$ cat config.mk
export PLATFORM = sky130hd
export DESIGN_NAME = seq_wrap_monitor
export DESIGN_NICKNAME = d
export VERILOG_FILES = /design/src/rtl/seq_wrap_monitor.sv
export SDC_FILE = /design/constraint.sdc
export NUM_CORES = 1
export LEC_CHECK = 0
export CAP_MARGIN = 20
export CORE_MARGIN = 3
export CORE_UTILIZATION = 44
export CTS_CLUSTER_DIAMETER = 40
export CTS_CLUSTER_SIZE = 40
export DETAILED_ROUTE_END_ITERATION = 12
export PLACE_DENSITY_LB_ADDON = 0.05
export REMOVE_ABC_BUFFERS = 1
export SYNTH_ARGS = -nofsm -noshare
export SYNTH_HDL_FRONTEND = slang
export SYNTH_SLANG_ARGS = --single-unit
$ cat constraint.sdc
create_clock -name cl -period 2.9 [get_ports cl]
set_clock_uncertainty 0.05 [all_clocks]
set_input_delay 0.29 -clock cl [delete_from_list [all_inputs] [get_ports cl]]
set_output_delay 0.29 -clock cl [all_outputs]
set_load 0.03 [all_outputs]
$ cat src/rtl/seq_wrap_monitor.sv
// Sequence monitor for a free-running CW-bit wrap-around counter: checks +1 steps,
// counts wraps (saturating), and reports lock / sequence-error status.
module seq_wrap_monitor #(
    parameter int CW     = 3,
    parameter int WRAP_W = 8,
    parameter int LOCK_N = 4
) (
    input  logic              cl,
    input  logic              r,
    input  logic [CW-1:0]     cin,
    input  logic              clr,
    output logic              wrap,
    output logic [WRAP_W-1:0] wrap_cnt,
    output logic              locked,
    output logic              seq_err,
    output logic              err_sticky,
    output logic [1:0]        state
);

    localparam int GR_W = $clog2(LOCK_N + 1);
    localparam logic [CW-1:0]     MAX_V  = '1;
    localparam logic [GR_W-1:0]   LOCK_V = GR_W'(LOCK_N);
    localparam logic [WRAP_W-1:0] WSAT   = '1;

    typedef enum logic [1:0] {
        S_IDLE   = 2'b00,
        S_TRACK  = 2'b01,
        S_LOCKED = 2'b10
    } state_t;

    state_t             state_q, state_d;
    logic [CW-1:0]      prev_q, prev_d;
    logic [GR_W-1:0]    good_run_q, good_run_d;
    logic               wrap_q, wrap_d;
    logic [WRAP_W-1:0]  wrap_cnt_q, wrap_cnt_d;
    logic               locked_q, locked_d;
    logic               seq_err_q, seq_err_d;
    logic               err_sticky_q, err_sticky_d;

    logic [CW-1:0]      expected;
    logic               is_good;
    logic               is_restart;
    logic               wrap_evt;
    logic [GR_W-1:0]    good_run_inc;
    logic [WRAP_W-1:0]  cnt_base;

    // A zero after a non-max value is an upstream restart, not an error.
    assign expected     = prev_q + CW'(1);
    assign is_good      = (cin == expected);
    assign is_restart   = !is_good && (cin == '0) && (prev_q != MAX_V);
    assign wrap_evt     = is_good && (prev_q == MAX_V);
    assign good_run_inc = (good_run_q == LOCK_V) ? good_run_q : good_run_q + GR_W'(1);

    always_comb begin
        state_d    = state_q;
        prev_d     = cin;
        good_run_d = good_run_q;
        wrap_d     = 1'b0;
        seq_err_d  = 1'b0;
        case (state_q)
            S_TRACK: begin
                if (is_good) begin
                    good_run_d = good_run_inc;
                    wrap_d     = wrap_evt;
                    if (good_run_inc == LOCK_V) begin
                        state_d = S_LOCKED;
                    end
                end else if (is_restart) begin
                    good_run_d = '0;
                end else begin
                    good_run_d = '0;
                    seq_err_d  = 1'b1;
                end
            end
            S_LOCKED: begin
                if (is_good) begin
                    good_run_d = good_run_inc;
                    wrap_d     = wrap_evt;
                end else begin
                    good_run_d = '0;
                    state_d    = S_TRACK;
                    seq_err_d  = !is_restart;
                end
            end
            default: begin
                // IDLE (and the unused 11 encoding): first sample is only captured.
                good_run_d = '0;
                state_d    = S_TRACK;
            end
        endcase

        // clr is applied first so a same-edge wrap or error still registers.
        cnt_base     = clr ? '0 : wrap_cnt_q;
        wrap_cnt_d   = (wrap_d && (cnt_base != WSAT)) ? cnt_base + WRAP_W'(1) : cnt_base;
        err_sticky_d = seq_err_d | (!clr & err_sticky_q);
        locked_d     = (state_d == S_LOCKED);
    end

    always_ff @(posedge cl) begin
        if (!r) begin
            state_q      <= S_IDLE;
            prev_q       <= '0;
            good_run_q   <= '0;
            wrap_q       <= 1'b0;
            wrap_cnt_q   <= '0;
            locked_q     <= 1'b0;
            seq_err_q    <= 1'b0;
            err_sticky_q <= 1'b0;
        end else begin
            state_q      <= state_d;
            prev_q       <= prev_d;
            good_run_q   <= good_run_d;
            wrap_q       <= wrap_d;
            wrap_cnt_q   <= wrap_cnt_d;
            locked_q     <= locked_d;
            seq_err_q    <= seq_err_d;
            err_sticky_q <= err_sticky_d;
        end
    end

    assign wrap       = wrap_q;
    assign wrap_cnt   = wrap_cnt_q;
    assign locked     = locked_q;
    assign seq_err    = seq_err_q;
    assign err_sticky = err_sticky_q;
    assign state      = state_q;

endmodule

==> key figures <==
Place
  • Post-DP HPWL: 1590 um
  • GP Congestion: 0.831
  • IO buf count: 19

Synthesis
  • Cell taking the most area after synthesis: dfxtp_1
  • Syn Area/Cell: 9.23 um^2
  • Yosys warnings: 0
  • Seq/Total Area, Yosys: 39.8%
  • Post-synth top area share: 39.8%
  • Synth cell count leaders: 20 x dfxtp_1, 7 x ha_1, 7 x inv_1
  • Mapped Area: 0.00101 mm^2
  • Top cells by area, synth: dfxtp_1 40%, ha_1 8.7%, a21oi_1 3.0%
  • Count leader, synth: dfxtp_1
  • Library cells used by synthesis: 38
  • Dominant synthesized flop cell: dfxtp_1
  • Gate Count Post-Synth: 109
  • Ys async rst share: 0%
  • Number of synthesized flops with an enable pin: 0
  • FF+latch count, synth: 20

Pwr
  • Final Power: 0.499 mW
  • PwrDens: 396 mW/mm^2
  • Worst VDD drop: 0.381 mV
  • Pleak: 0.471 nW

Clock network
  • Cts repair resizes: 0
  • Clock buffer depth: 2
  • CTS sink count: 20
  • H-tree depth: 1
  • Root Buffer: clkbuf_4
  • Post-cts hold buffer count: 0
  • Worst-path clk slew: 0.11 ns
  • CTS tree: built
  • Num CTS Buffers: 3
  • Worst skew pair latency: 0.29 ns
  • Setup bufs post-CTS: 0

STA
  • Relative slew slack: 70.0%
  • Max Fclk: 439 MHz
  • Fin. Hold Viols: 0
  • WHS: 0.419 ns
  • Fin crit share: 78.6%
  • Setup TNS: 0 ns
  • Pins Over Slew Limit: 0
  • Final setup fails: 0
  • Worst-Margin Slew: 0.446 ns
  • Tmin final: 2.28 ns
  • RSZ-0062 raised after global routing: false

Worst setup path
  • Crit end category: flop
  • Critical path required time: 3.06 ns
  • Worst-path maximum fanout: 5
  • Critical path launch point type: flop
  • CP Class: flop to flop
  • Critical path arrival: 2.44 ns

Routing
  • Drt total wl: 2020 um
  • Routed via count: 886
  • DRT iter0 DRCs: 8
  • Avg WL per Cell: 12.7 um
  • Antenna Violating Nets Remaining: 0
  • Vias/cell: 5.57
  • Pre-antenna DRT Iters: 4
  • DRC: 0

GRT
  • First-pass GRT wire length: 3460 um
  • Initial antenna violation count: 0
  • Vias in the first global route: 823
  • Largest net degree at the start of global routing: 14
  • Gr ovfl total: 0
  • GRT Total Usage: 16.3%

Cells and area
  • Multi-input logic area: 568 um^2
  • FILL cells: 191
  • Area growth syn-to-layout: 25.5%
  • Layout cell share with drive strength beyond 1: 7.58%
  • Reg area: 400 um^2
  • Inserted Diodes: 0
  • Nets: 146

Hold path
  • Path category of the worst min-delay check: flop to flop

Floorplan
  • Initial Utilization: 48.8%
  • Die H: 53.8 um
  • Row count: 16
  • DIE AREA: 0.00290 mm^2
  • I/O pins: 20
  • Core Box Area: 0.00206 mm^2
  • Chip Width: 53.8 um

Outcome
  • Run status: finished, final reports clean

Job
  • Max-cap violations: 0
per-layer routing:
| metal | vias to the layer above | global-route usage (%) | share of wire, % |
|---|---|---|---|
| met3 | 4 | 5.82 | 4.5 |
| met1 | 416 | 20.5 | 47 |
| li1 | 448 | - | - |
| met5 | - | 0 | 0 |
| met2 | 18 | 26.6 | 48 |
| met4 | 0 | 3.40 | 0.84 |
through the flow:
step	area, um^2	worst slack (ns)	utilization, %	std cells
CTS	1260	0.674	61.2	159
finish	1260	0.620	61.2	159
global placement	1230	0.530	59.5	155
global route	1260	0.541	61.2	159
floorplan	995	0.803	-	108
detailed placement	1230	0.463	59.5	155
area by class of cell:
| cell class | instances | share of cell area [%] |
|---|---|---|
| sequential | 20 | 31.7 |
| multi-input combinational | 81 | 45.0 |
| tap | 27 | 2.68 |
| clock buffer | 4 | 2.87 |
| inverter | 7 | 2.08 |
| timing repair buffer | 20 | 15.7 |
state kept, by name (all words and copies together) (netlist names):
register	flops
wrap_cnt	8
seq_err	1
prev_q	3
locked	1
good_run_q	3
err_sticky	1
state	2
wrap	1
critical path: stages (launching register included):
cell      delay, ns
dfxtp_1        0.42
inv_1          0.09
ha_1           0.25
or3b_2         0.48
a311oi_1       0.41
a32oi_1        0.19
nor4b_1        0.30
report_power, final:
part           internal [mW]  switching, mW  leakage (nW)
registers              0.279        0.00254         0.162
logic                 0.0259         0.0330         0.288
clock network         0.0765         0.0820        0.0210
worst paths after layout:
| path | from | endpoint | slack [ns] | cells past startpoint |
|---|---|---|---|---|
| max | good_run_q[0] | locked | 0.62 | 6 |
| min | err_sticky | err_sticky | 0.42 | 1 |
| max reg2reg | good_run_q[0] | locked | 0.62 | 6 |
| min reg2reg | err_sticky | err_sticky | 0.42 | 1 |
cells by family after synthesis:
kind of cell	share of synthesized area [%]
xor+xnor	2.61
fa+ha+maj	8.71
flops	39.8
mux	0.995
compound gates	18.3
simple gates	25.9
buf+inv	3.73
placed cells by master (no fill, tap or decap), types with 2 or more instances in the layout:
master           Yosys  layout
nor2_1               3       3
and2_1               2       2
and3_1               3       3
nand3_1              5       5
a21o_1               2       2
o31ai_1              4       4
ha_1                 7       7
inv_1                7       7
a21boi_0             4       4
nor3_1               5       5
clkbuf_4             0       3
nand2b_1             3       3
a21oi_1              6       6
dfxtp_1             20      20
nor2b_1              3       3
xor2_1               2       2
clkdlybuf4s50_1      0      19
o21ai_0              4       4
or4_1                4       4
nand2_1              5       5
Note: power is estimated with default switching activity, not from simulation.
